<file path="config.mk">
export PLATFORM = sky130hd
export DESIGN_NAME = rcc_clk_switch_seq
export DESIGN_NICKNAME = d
export VERILOG_FILES = /design/src/rtl/rcc_defines.svh /design/src/rtl/rcc_pkg.sv /design/src/rtl/rcc_delay_cnt.sv /design/src/rtl/rcc_clk_switch_seq.sv
export SDC_FILE = /design/constraint.sdc
export NUM_CORES = 1
export LEC_CHECK = 0
export BUFFER_PORTS_ARGS = -buffer_cell sky130_fd_sc_hd__buf_2
export CAP_MARGIN = 20
export CORE_UTILIZATION = 57
export DETAILED_ROUTE_END_ITERATION = 8
export PLACE_DENSITY_LB_ADDON = 0.12
export SYNTH_ARGS = -nofsm -noshare
export SYNTH_HDL_FRONTEND = slang
export SYNTH_SLANG_ARGS = --single-unit
</file>
<file path="constraint.sdc">
create_clock -name clk_i -period 5.06 [get_ports clk_i]
set_clock_uncertainty 0.15 [all_clocks]
set_input_delay 0.506 -clock clk_i [delete_from_list [all_inputs] [get_ports clk_i]]
set_output_delay 0.506 -clock clk_i [all_outputs]
set_load 0.005 [all_outputs]
</file>
<file path="src/rtl/rcc_defines.svh">
// rcc_defines: macro mirror of the rcc_pkg widths and default delays
// for code that cannot import the package.
`ifndef RCC_DEFINES_SVH
`define RCC_DEFINES_SVH

`define RCC_NUM_SRC    4
`define RCC_SEL_W      2
`define RCC_DIV_W      4
`define RCC_MUX_DELAY  4
`define RCC_SYNC_DELAY 3
`define RCC_RST_DELAY  8
`define RCC_DEF_SEL    0
`define RCC_DEF_DIV    1

`endif

</file>
<file path="src/rtl/rcc_pkg.sv">
// rcc_pkg: shared types and default constants for the RCC clock
// switch sequencer.
package rcc_pkg;

  localparam int RCC_NUM_SRC    = 4;
  localparam int RCC_SEL_W      = 2;
  localparam int RCC_DIV_W      = 4;
  localparam int RCC_MUX_DELAY  = 4;
  localparam int RCC_SYNC_DELAY = 3;
  localparam int RCC_RST_DELAY  = 8;
  localparam int RCC_DEF_SEL    = 0;
  localparam int RCC_DEF_DIV    = 1;

  typedef enum logic [2:0] {
    ST_BOOT,
    ST_IDLE,
    ST_GATE_OFF,
    ST_SWITCH,
    ST_RST_HOLD
  } rcc_sw_state_e;

  typedef struct packed {
    logic [RCC_SEL_W-1:0] sel;
    logic [RCC_DIV_W-1:0] div;
  } rcc_sw_req_t;

  function automatic int rcc_max3(
    input int a,
    input int b,
    input int c
  );
    int m;
    m = a;
    if (b > m) m = b;
    if (c > m) m = c;
    return m;
  endfunction

endpackage

</file>
<file path="src/rtl/rcc_delay_cnt.sv">
// rcc_delay_cnt: loadable down-counter that parks at zero; shared by
// every timed state of the switch sequencer.
module rcc_delay_cnt #(
  parameter int CNT_W = 4
) (
  input  logic             clk_i,
  input  logic             load_i,
  input  logic [CNT_W-1:0] load_val_i,
  output logic             zero_o
);

  logic [CNT_W-1:0] cnt;

  always_ff @(posedge clk_i) begin
    if (load_i) begin
      cnt <= load_val_i;
    end else if (cnt != '0) begin
      cnt <= cnt - 1'b1;
    end
  end

  assign zero_o = (cnt == '0);

endmodule

</file>
<file path="src/rtl/rcc_clk_switch_seq.sv">
// rcc_clk_switch_seq: glitch-safe clock source/divider switch sequencer
// that gates the SDRAM clock and holds its reset across every change.
module rcc_clk_switch_seq
  import rcc_pkg::*;
#(
  parameter int NUM_SRC    = RCC_NUM_SRC,
  parameter int SEL_W      = RCC_SEL_W,
  parameter int DIV_W      = RCC_DIV_W,
  parameter int MUX_DELAY  = RCC_MUX_DELAY,
  parameter int SYNC_DELAY = RCC_SYNC_DELAY,
  parameter int RST_DELAY  = RCC_RST_DELAY,
  parameter int DEF_SEL    = RCC_DEF_SEL,
  parameter int DEF_DIV    = RCC_DEF_DIV
) (
  input  logic             clk_i,
  input  logic             hw_rst_i,
  input  logic             req_valid_i,
  output logic             req_ready_o,
  input  logic [SEL_W-1:0] req_sel_i,
  input  logic [DIV_W-1:0] req_div_i,
  output logic [SEL_W-1:0] mux_sel_o,
  output logic [DIV_W-1:0] div_o,
  output logic             clk_gate_en_o,
  output logic             sdram_rst_o,
  output logic             busy_o,
  output logic             done_o,
  output logic             err_o
);

  localparam int MAX_DLY =
    rcc_max3(MUX_DELAY, SYNC_DELAY, RST_DELAY);
  localparam int CNT_W = $clog2(MAX_DLY) + 1;

  localparam logic [CNT_W-1:0] MUX_LD =
    CNT_W'(MUX_DELAY - 1);
  localparam logic [CNT_W-1:0] SYNC_LD =
    CNT_W'(SYNC_DELAY - 1);
  localparam logic [CNT_W-1:0] RST_LD =
    CNT_W'(RST_DELAY - 1);

  localparam logic [SEL_W:0] NSRC = (SEL_W+1)'(NUM_SRC);

  rcc_sw_state_e    state;
  rcc_sw_req_t      hold;
  logic             cnt_load;
  logic [CNT_W-1:0] cnt_val;
  logic             cnt_zero;
  logic             req_bad;
  logic             req_nop;
  logic             req_go;

  assign req_bad = ({1'b0, req_sel_i} >= NSRC)
                || (req_div_i == '0);
  assign req_nop = !req_bad
                && (req_sel_i == mux_sel_o)
                && (req_div_i == div_o);
  assign req_go  = req_valid_i && !req_bad && !req_nop;

  // Each timed state gets its delay loaded on its entry edge.
  always_comb begin
    cnt_load = 1'b0;
    cnt_val  = '0;
    if (hw_rst_i) begin
      cnt_load = 1'b1;
      cnt_val  = RST_LD;
    end else begin
      unique case (state)
        ST_IDLE: begin
          if (req_go) begin
            cnt_load = 1'b1;
            cnt_val  = MUX_LD;
          end
        end
        ST_GATE_OFF: begin
          if (cnt_zero) begin
            cnt_load = 1'b1;
            cnt_val  = SYNC_LD;
          end
        end
        ST_SWITCH: begin
          if (cnt_zero) begin
            cnt_load = 1'b1;
            cnt_val  = RST_LD;
          end
        end
        default: begin
          cnt_load = 1'b0;
        end
      endcase
    end
  end

  rcc_delay_cnt #(
    .CNT_W (CNT_W)
  ) u_dly (
    .clk_i      (clk_i),
    .load_i     (cnt_load),
    .load_val_i (cnt_val),
    .zero_o     (cnt_zero)
  );

  always_ff @(posedge clk_i) begin
    if (hw_rst_i) begin
      state         <= ST_BOOT;
      mux_sel_o     <= SEL_W'(DEF_SEL);
      div_o         <= DIV_W'(DEF_DIV);
      clk_gate_en_o <= 1'b1;
      sdram_rst_o   <= 1'b1;
      busy_o        <= 1'b1;
      req_ready_o   <= 1'b0;
      done_o        <= 1'b0;
      err_o         <= 1'b0;
    end else begin
      done_o <= 1'b0;
      err_o  <= 1'b0;
      unique case (state)
        ST_BOOT: begin
          if (cnt_zero) begin
            state       <= ST_IDLE;
            sdram_rst_o <= 1'b0;
            busy_o      <= 1'b0;
            req_ready_o <= 1'b1;
          end
        end
        ST_IDLE: begin
          if (req_valid_i) begin
            hold.sel <= req_sel_i;
            hold.div <= req_div_i;
            unique case (1'b1)
              req_bad: err_o  <= 1'b1;
              req_nop: done_o <= 1'b1;
              default: begin
                state         <= ST_GATE_OFF;
                clk_gate_en_o <= 1'b0;
                sdram_rst_o   <= 1'b1;
                busy_o        <= 1'b1;
                req_ready_o   <= 1'b0;
              end
            endcase
          end
        end
        ST_GATE_OFF: begin
          // Gate is already off, so sel and div move together safely.
          if (cnt_zero) begin
            state     <= ST_SWITCH;
            mux_sel_o <= hold.sel;
            div_o     <= hold.div;
          end
        end
        ST_SWITCH: begin
          if (cnt_zero) begin
            state         <= ST_RST_HOLD;
            clk_gate_en_o <= 1'b1;
          end
        end
        ST_RST_HOLD: begin
          if (cnt_zero) begin
            state       <= ST_IDLE;
            sdram_rst_o <= 1'b0;
            busy_o      <= 1'b0;
            req_ready_o <= 1'b1;
            done_o      <= 1'b1;
          end
        end
        default: begin
          state <= ST_BOOT;
        end
      endcase
    end
  end

endmodule

</file>
==> results.cfg, run 1 <==
[final_layout]
layout.cells.non_filler = 141
n_antenna_cell = 0
drive_above_1_share = 0.2586
multi_input_area_sq_um = 473.0
area_delta_synth_final_pct = 13.17
register_area_sq_um = 580.6
fillers = 156
layout.nets = 127

[routing]
route.vias.total = 766
wirelength_microns = 1860
drc_errors = 0
ant_nets = 0
drt-pass1-iter-count = 4
routed_via_density = 5.433
wl_per_cell_microns = 13.19
drt_iter0_drc = 16

[placed_design]
io_buffers = 20
gp_congestion = 0.7603
post-place-cells = 137
dp_hpwl_microns = 1373

[setup_path]
cp-endpoint = u_dly.cnt[0]
endpoint_kind = register
cp-start-kind = register
r2r_start = u_dly.cnt[0]
r2r_end = u_dly.cnt[0]
worst_ep_arrival_time_ns = 3.04
worstPathRequired_ns = 4.92
cp-startpoint = u_dly.cnt[0]
worstRegToRegCells = 5
r2r_slack_ns = 1.88
worstSetupPathType = reg2reg
worstPathMaxFanout = 12

[global_routing]
grt_antenna_before_repair = 0
grt_pass1_wl_microns = 2953
grt_overflow = 0
grt_max_degree = 16
grt_pass1_vias = 664
track_usage = 0.2122

[synth]
synth_top_cell_area_share = 0.2749
synth-seq-cells = 24
synth_ff_type = dfxtp_1
syn_inst = 97
synth_area_leaders = edfxtp_1 27%, dfxtp_1 26%, xor2_1 6.4%
postSynthNetCount = 107
synth_top_area_cell = edfxtp_1
yosys_warnings = 0
yosysMostFrequentCell = dfxtp_1
syn_avg_cell_area_sq_um = 11.26
ys_top_cells_by_count = 14 x dfxtp_1, 11 x nor2_1, 10 x edfxtp_1
synth_area_sq_um = 1092
async_reset_ff_frac = 0
ys_seq_area_frac = 0.5315
synth.distinct_cells = 31
synth_edf_count = 10

[pwr]
p_leak_nw = 0.5497
power_density_nw_per_um2 = 261.5
max-vdd-ir-drop_v = 0.0002023

[clocking]
root_buffer = clkbuf_4
cts_max_path_buffers = 2
cts-htree-levels = 1
clk_latency_ns = 0.31
post_cts_buffers = 0
clock_sinks = 24
cts_hold_buf = 0
cts_tree = done
numCtsBuffers = 3
clk_pin_slew_ns = 0.13
postCtsResizedCells = 0

[floorplanning]
rows = 15
die_h_microns = 45.78
die_w_microns = 45.78
initial_core_util = 0.6191
core_sq_um = 1764
fp.dieArea_sq_um = 2095
io_pins = 21

[sta]
rsz0062_at_grt = false
post-route-period-util = 0.6287
period_needed_ns = 3.181
timing.hold.ws_ns = 0.2365
setup_viol = 0
slew_violations = 0
worst_pin_slew_ns = 1.040
max_freq_ghz = 0.3143
relSlewSlack = 0.3049
finalHoldViolations = 0
fin_tns_setup_ns = 0

[min_path]
hold_class = in2reg

[job]
maxCapViolations = 0

[outcome]
status = finished clean
[kinds of logic after synthesis]
family,Yosys count,synth area share
AO/OA/AOI/OAI,16,0.1031
XOR/XNOR,8,0.06415
adder cells (fa/ha/maj),1,0.01145
buffers and inverters,9,0.03550
flip-flops,24,0.5315
multiplexers,5,0.04582
AND/OR/NAND/NOR,34,0.2085
[cell type report]
type / instances / share of cell area
Multi-Input combinational cell: 64 / 0.3826
Timing Repair Buffer: 20 / 0.08097
Sequential cell: 24 / 0.4696
Inverter: 4 / 0.01215
Clock buffer: 4 / 0.02935
Tap cell: 25 / 0.02530
[per-stage QoR]
stage | instance area [sq um] | utilization | setup WS (ns) | power [mW]
after global routing | 1236 | 0.7007 | 1.654 | 0.3370
after detailed placement | 1200 | 0.6801 | 1.910 | 0.2289
after floorplan | 1092 | - | 3.023 | 0.2209
after global placement | 1200 | 0.6801 | 2.097 | 0.2279
final | 1236 | 0.7007 | 1.879 | 0.3233
after CTS | 1236 | 0.7007 | 1.904 | 0.3269
[per-layer routing]
layer / up-vias / GRT usage / part of all wire
met2: 20 / 0.3486 / 0.49
met3: 2 / 0.07143 / 0.047
met4: 0 / 0.08824 / 0.012
li1: 384 / - / -
met1: 360 / 0.2538 / 0.45
met5: - / 0 / 0
[worst max-delay path: stages (launching register included)]
cell and delay (ns):
edfxtp_1 0.41, inv_1 0.11, ha_1 0.19, nor3b_1 0.85, nand3_1 0.71, nand4b_1 0.46
[where the power goes]
group | internal, mW | total [mW] | switching, mW
clock | 0.0440 | 0.0988 | 0.0548
sequential | 0.204 | 0.206 | 0.00158
combinational | 0.00767 | 0.0190 | 0.0113
[layout by cell type, fill, tap and decap left out, types with 2 or more instances in the layout]
cell      count
a211o_1       2
nor3_1        3
a21oi_1       6
buf_2        20
nand3_1       5
xor2_1        8
edfxtp_1     10
nor2_1       11
clkbuf_4      3
nand4b_1      3
mux2i_1       5
nand3b_1      2
nand2_1       3
inv_1         4
dfxtp_1      14
o21ai_1       2
[sequential cells by signal, summed over array words and instances, names as in the netlist]
signal / count
hold: 6
div_o: 4
u_dly.cnt: 4
state: 3
mux_sel_o: 2
busy_o: 1
clk_gate_en_o: 1
done_o: 1
err_o: 1
req_ready_o: 1
[worst min-delay path by stage]
stage / from / slack (ns) / depth (start not counted) / endpoint
after floorplan: clk_gate_en_o / 0.30 / 2 / clk_gate_en_o
after CTS: req_sel_i[0] / 0.22 / 1 / hold[4]
after detailed placement: clk_gate_en_o / 0.29 / 2 / clk_gate_en_o
final: req_sel_i[1] / 0.24 / 1 / hold[5]
after global routing: req_sel_i[0] / 0.21 / 1 / hold[4]
after global placement: clk_gate_en_o / 0.29 / 2 / clk_gate_en_o
No activity file was read; power rests on OpenSTA's default activity.
==> inputs of run 2 (changes only) <==
--- a/config.mk
+++ b/config.mk
@@ -7,7 +7,7 @@
 export LEC_CHECK = 0
 export BUFFER_PORTS_ARGS = -buffer_cell sky130_fd_sc_hd__buf_2
 export CAP_MARGIN = 20
-export CORE_UTILIZATION = 57
+export CORE_UTILIZATION = 48
 export DETAILED_ROUTE_END_ITERATION = 8
 export PLACE_DENSITY_LB_ADDON = 0.12
 export SYNTH_ARGS = -nofsm -noshare
==> constraint.sdc (replaced) <==
create_clock -name clk_i -period 2.6 [get_ports clk_i]
set_clock_uncertainty 0.15 [all_clocks]
set_input_delay 0.26 -clock clk_i [delete_from_list [all_inputs] [get_ports clk_i]]
set_output_delay 0.26 -clock clk_i [all_outputs]
set_load 0.005 [all_outputs]
==> run 2 against run 1 <==
  * Sequential share of layout area down 1.7 points
  * Setup slack worse by 1.5 ns
  * Final cell count up 5.7%
  * First-iteration DRC count down 31%
  * Routed wire length up 9.5%
  * Hold slack worse by 0.23 ns
  * Die area up 18%
  * Via count up 4.0%
  * Critical endpoint is now u_dly.cnt[1]
  * Largest cell class unchanged
==> results.cfg, run 2 (synthesis results as in run 1) <==
[outcome]
status = finished clean

[setup_path]
endpoint_kind = register
worstRegToRegCells = 5
worstPathRequired_ns = 2.46
critPathMaxStageDelay_ns = 0.53
r2r_start = u_dly.cnt[0]
r2r_end = u_dly.cnt[1]
r2r_slack_ns = 0.53
worstPathMaxFanout = 9
cp-start-kind = primary input
worstSetupPathType = in2reg
path_cells = dlygate4sd3_1 -> buf_2 -> or4_4 -> nor2b_4 -> a21boi_4 -> nand4b_1
worst_ep_arrival_time_ns = 2.08
crit_slowest_cell = dlygate4sd3_1

[final_layout]
largest-register = hold
drive_above_1_share = 0.2541
multi_input_area_sq_um = 473.0
register_area_sq_um = 580.6
largest_reg_flops = 6
layout_commonest_cell = buf_2
area_delta_synth_final_pct = 17.53
fillers = 194
layout.nets = 133
reg_top3 = hold (6), div_o (4), u_dly.cnt (4)
final_cell_mix = 20 x buf_2, 14 x dfxtp_1, 11 x nor2_1, 10 x edfxtp_1, 8 x xor2_1
layout.cells.non_filler = 149
utilization = 0.6287
n_antenna_cell = 0

[global_routing]
grt_pass1_vias = 765
grt_antenna_before_repair = 0
grt_pass1_wl_microns = 3567
grt_overflow = 0
grt_max_degree = 16
track_usage = 0.1929

[pwr]
power_switching_mw = 0.1383
max-vdd-ir-drop_v = 0.0003055
p_int_mw = 0.4721
power_frac_seq = 0.656
swShare = 0.2266
combPwrFrac = 0.068
p_leak_nw = 0.5704
power_density_nw_per_um2 = 475.5
clkPwrFrac = 0.276

[sta]
worst_pin_slew_ns = 0.5819
fin_tns_setup_ns = 0
rsz0062_at_grt = false
slew_violations = 0
max_freq_ghz = 0.4506
setup_viol = 0
timing.hold.ws_ns = 0.009807
post-route-period-util = 0.8535
finalHoldViolations = 0
period_needed_ns = 2.219
fin_ws_ns = 0.3810
relSlewSlack = 0.6106

[placed_design]
pre_cts_slack_ns = 0.5286
post-place-cells = 141
io_buffers = 20
gp_congestion = 0.7632
dp_hpwl_microns = 1433

[floorplanning]
initial_core_util = 0.5349
io_pins = 21
die_h_microns = 49.71
fp.dieArea_sq_um = 2471
die_w_microns = 49.71
rows = 16
core_sq_um = 2042

[clocking]
clk_pin_slew_ns = 0.13
numCtsBuffers = 3
root_buffer = clkbuf_4
post_cts_buffers = 0
cts_hold_buf = 4
cts_tree = done
postCtsResizedCells = 0
cts_max_path_buffers = 2
clock_sinks = 24
cts-htree-levels = 1
clk_latency_ns = 0.32

[min_path]
holdPathEnd = hold[0]
whs_path_depth = 1
hp-start = req_div_i[0]
hold_class = in2reg

[routing]
route.vias.total = 797
wl_per_cell_microns = 13.66
drt_iter0_drc = 11
routed_via_density = 5.349
wl_met3_microns = 63
dr.max_layer_used = met4
drc_errors = 0
wl_met2_microns = 981
drt-pass1-iter-count = 4
wl_met1_microns = 950
wirelength_microns = 2036
ant_nets = 0

[job]
maxCapViolations = 0
[run 2: changes by cell type in the layout (fill, tap and decap cells not counted)]
cell           change
clkbuf_8           -1
dlygate4sd3_1      +4
buf_4              +2
clkinv_1           +1
[run 2: worst max-delay path by stage]
stage / start / cells after the start / slack (ns) / endpoint
floorplan: u_dly.cnt[0] / 6 / 0.64 / u_dly.cnt[0]
global placement: req_div_i[0] / 5 / 0.56 / u_dly.cnt[3]
detailed placement: req_div_i[0] / 5 / 0.53 / u_dly.cnt[2]
CTS: req_div_i[3] / 6 / 0.38 / u_dly.cnt[1]
global route: u_dly.cnt[0] / 5 / 0.34 / u_dly.cnt[1]
finish: req_div_i[3] / 6 / 0.38 / u_dly.cnt[1]
[run 2: final cells by class]
type | count | share of cell area
Sequential cell | 24 | 0.4522
Clock inverter | 1 | 0.002924
Clock buffer | 3 | 0.01754
Multi-Input combinational cell | 64 | 0.3684
Inverter | 4 | 0.01170
Timing Repair Buffer | 26 | 0.1209
Tap cell | 27 | 0.02632
[run 2: per-layer routing]
layer  GRT usage  up-vias
met1      0.2475      382
met2      0.3108       15
met3     0.04012        5
li1            -      395
met5           0        -
met4     0.08571        0
[run 2: per-stage QoR]
| stage | power, mW | area, sq um |
|---|---|---|
| 2_1_floorplan | 0.4299 | 1092 |
| 4_1_cts | 0.6145 | 1284 |
| 6_report | 0.6104 | 1284 |
| 3_5_place_dp | 0.4454 | 1217 |
| 3_3_place_gp | 0.4442 | 1217 |
| 5_1_grt | 0.6344 | 1284 |
[run 2: critical path, delay by kind of cell]
family / cells / cell delay [ns]
buffers and inverters: 2 / 0.67
and+or+nand+nor: 3 / 0.98
AOI/OAI and AO/OA: 1 / 0.16
[run 2: power groups by stage]
stage	Clock, mW	Combinational, mW	Sequential (mW)
floorplan	0	0.0219	0.408
global placement	0	0.0354	0.409
detailed placement	0	0.0365	0.409
CTS	0.173	0.0412	0.401
global route	0.187	0.0463	0.402
finish	0.169	0.0413	0.401
==> inputs of run 3 (changes only) <==
--- a/config.mk
+++ b/config.mk
@@ -5,6 +5,7 @@
 export SDC_FILE = /design/constraint.sdc
 export NUM_CORES = 1
 export LEC_CHECK = 0
+export ABC_AREA = 1
 export BUFFER_PORTS_ARGS = -buffer_cell sky130_fd_sc_hd__buf_2
 export CAP_MARGIN = 20
 export CORE_UTILIZATION = 48
==> run 3 against run 2 <==
  * Clock power barely moved
  * Register-to-register slack better by 0.19 ns
  * Hold slack improved by 0.0013 ns
  * Setup slack better by 0.16 ns
  * Routed wire length unchanged
  * Highest routed layer unchanged
  * Largest power group unchanged
  * Sequential share of layout area decreased by 1.7 points
  * Final cell count up 30%
  * Critical endpoint is now u_dly.cnt[0]
==> results.cfg, run 3 <==
[outcome]
status = finished clean

[clocking]
post_cts_buffers = 0
cts-htree-levels = 1
clk_pin_slew_ns = 0.13
root_buffer = clkbuf_4
clock_sinks = 24
numCtsBuffers = 3
cts_max_path_buffers = 2
cts_tree = done
postCtsResizedCells = 0
cts_hold_buf = 2
clk_latency_ns = 0.31

[synth]
synth.distinct_cells = 28
yosysMostFrequentCell = nand2_1
ys_top_cells_by_count = 32 x nand2_1, 22 x inv_1, 14 x dfxtp_1
synth-compound-area-share = 0.1049
synth_area_sq_um = 1145
syn_avg_cell_area_sq_um = 8.236
synth_area_leaders = edfxtp_1 26%, dfxtp_1 24%, nand2_1 10%
synth_ff_type = dfxtp_1
synth_top_cell_area_share = 0.2623
async_reset_ff_frac = 0
synth_top_area_cell = edfxtp_1
synth-seq-cells = 24
synth_top_family_by_area = simple AND/OR/NAND/NOR gates
synth_edf_count = 10
synth-adder-area-share = 0.01093
synthSimpleGateAreaFrac = 0.2634
syn_inst = 139
ys_seq_area_frac = 0.5071
yosys_warnings = 0
synth_xor_area_frac = 0.01530
synth.area.mux_share = 0
postSynthNetCount = 149

[floorplanning]
die_w_microns = 50.84
io_pins = 21
initial_core_util = 0.5126
die_h_microns = 50.84
rows = 17
fp.dieArea_sq_um = 2584
core_sq_um = 2233

[placed_design]
dp_hpwl_microns = 1558
io_buffers = 20
gp_congestion = 0.8546
post-place-cells = 184

[sta]
slew_violations = 0
fin_tns_setup_ns = 0
max_freq_ghz = 0.4853
worst_pin_slew_ns = 0.5587
rsz0062_at_grt = false
timing.hold.ws_ns = 0.01115
relSlewSlack = 0.6262
post-route-period-util = 0.7925
setup_viol = 0
finalHoldViolations = 0
period_needed_ns = 2.060

[final_layout]
layout_commonest_cell = nand2_1
layout.cells.non_filler = 193
final_cell_mix = 32 x nand2_1, 22 x inv_1, 20 x buf_2, 14 x dfxtp_1
reg_top3 = hold (6), div_o (4), u_dly.cnt (4)
n_antenna_cell = 0
area_delta_synth_final_pct = 16.50
layout.nets = 176
largest_reg_flops = 6
largest-register = hold
drive_above_1_share = 0.2242

[min_path]
holdPathEnd = hold[0]
hp-start = req_div_i[0]
hold_class = in2reg
whs_path_depth = 1

[global_routing]
grt_antenna_before_repair = 0
grt_max_degree = 14
grt_pass1_wl_microns = 3215
grt_overflow = 0
grt_pass1_vias = 793
track_usage = 0.1747

[setup_path]
cp-start-kind = primary input
worstSetupPathType = in2reg
crit_slowest_cell = dlygate4sd3_1
worstPathMaxFanout = 7
crit_family = simple AND/OR/NAND/NOR gates
cp.buffers_inverters = 3
critPathMaxStageDelay_ns = 0.53
r2r_start = u_dly.cnt[0]
path_cells = dlygate4sd3_1 -> buf_2 -> nand2_1 -> nand2_1 -> nor2_1 -> nand2_1 -> o21bai_1 -> inv_1 -> nand2_2 -> nand2_2 -> nor2_2 -> nand2_1
r2r_end = u_dly.cnt[0]
r2r_slack_ns = 0.72
worstPathRequired_ns = 2.51
endpoint_kind = register
path_common_cell = nand2_1
worst_ep_arrival_time_ns = 1.97
worstRegToRegCells = 8

[pwr]
p_leak_nw = 0.6241
power_density_nw_per_um2 = 590.4
p_total_mw = 0.7875
max-vdd-ir-drop_v = 0.0003845

[routing]
routed_via_density = 4.808
ant_nets = 0
wl_per_cell_microns = 10.55
wirelength_microns = 2036
drc_errors = 0
drt-pass1-iter-count = 5
route.vias.total = 928
drt_iter0_drc = 13

[job]
maxCapViolations = 0
==> run 3: cell count changes after synthesis, moves of 3 or more <==
cell / previous run / this run
o21ai_0: 1 / 4
nand2_1: 3 / 32
inv_1: 4 / 22
xor2_1: 8 / 1
nand2_2: 0 / 5
mux2i_1: 5 / 0
nand4b_1: 3 / 0
==> run 3: per-layer routing <==
metal	global-route usage	wire, microns	up-vias
li1	-	-	496
met1	0.1985	943	412
met4	0.08796	17	0
met5	0	0	-
met3	0.03869	58	2
met2	0.3067	1017	18
==> run 3: cell type report <==
type	instances	area (sq um)
multi-input combinational	88	451.7
fill	208	899.6
sequential	24	580.6
tap	28	35.03
inverter	24	90.09
clock buffer	4	26.28
timing repair buffer	25	150.1
==> run 3: power breakdown <==
part / internal [mW] / switching [mW]
Clock: 0.0598 / 0.107
Combinational: 0.0687 / 0.100
Sequential: 0.431 / 0.0207
==> run 3: how the worst max path moves through the flow <==
stage / from / end / slack [ns] / cells past startpoint
final: req_div_i[1] / u_dly.cnt[0] / 0.54 / 12
after global routing: req_div_i[1] / u_dly.cnt[0] / 0.43 / 13
after CTS: req_sel_i[0] / u_dly.cnt[0] / 0.64 / 12
after detailed placement: req_div_i[1] / u_dly.cnt[2] / 0.76 / 12
after global placement: u_dly.cnt[0] / u_dly.cnt[2] / 0.80 / 8
after floorplan: u_dly.cnt[0] / u_dly.cnt[0] / 0.88 / 8
==> run 3: cell families (layout without fill, tap and decap cells) <==
logic type               after synthesis  after routing
AND/OR/NAND/NOR                       64             64
buffers and inverters                 27             53
flip-flops                            24             24
AO/OA/AOI/OAI                         21             21
XOR/XNOR                               2              2
adder cells (fa/ha/maj)                1              1
==> run 3: per-stage QoR <==
| stage | cell area (sq um) | util | setup WS (ns) |
|---|---|---|---|
| 2_1_floorplan | 1145 | - | 0.8772 |
| 3_3_place_gp | 1257 | 0.5630 | 0.8029 |
| 3_5_place_dp | 1257 | 0.5630 | 0.7587 |
| 4_1_cts | 1304 | 0.5838 | 0.6397 |
| 5_1_grt | 1334 | 0.5972 | 0.4308 |
| 6_report | 1334 | 0.5972 | 0.5395 |
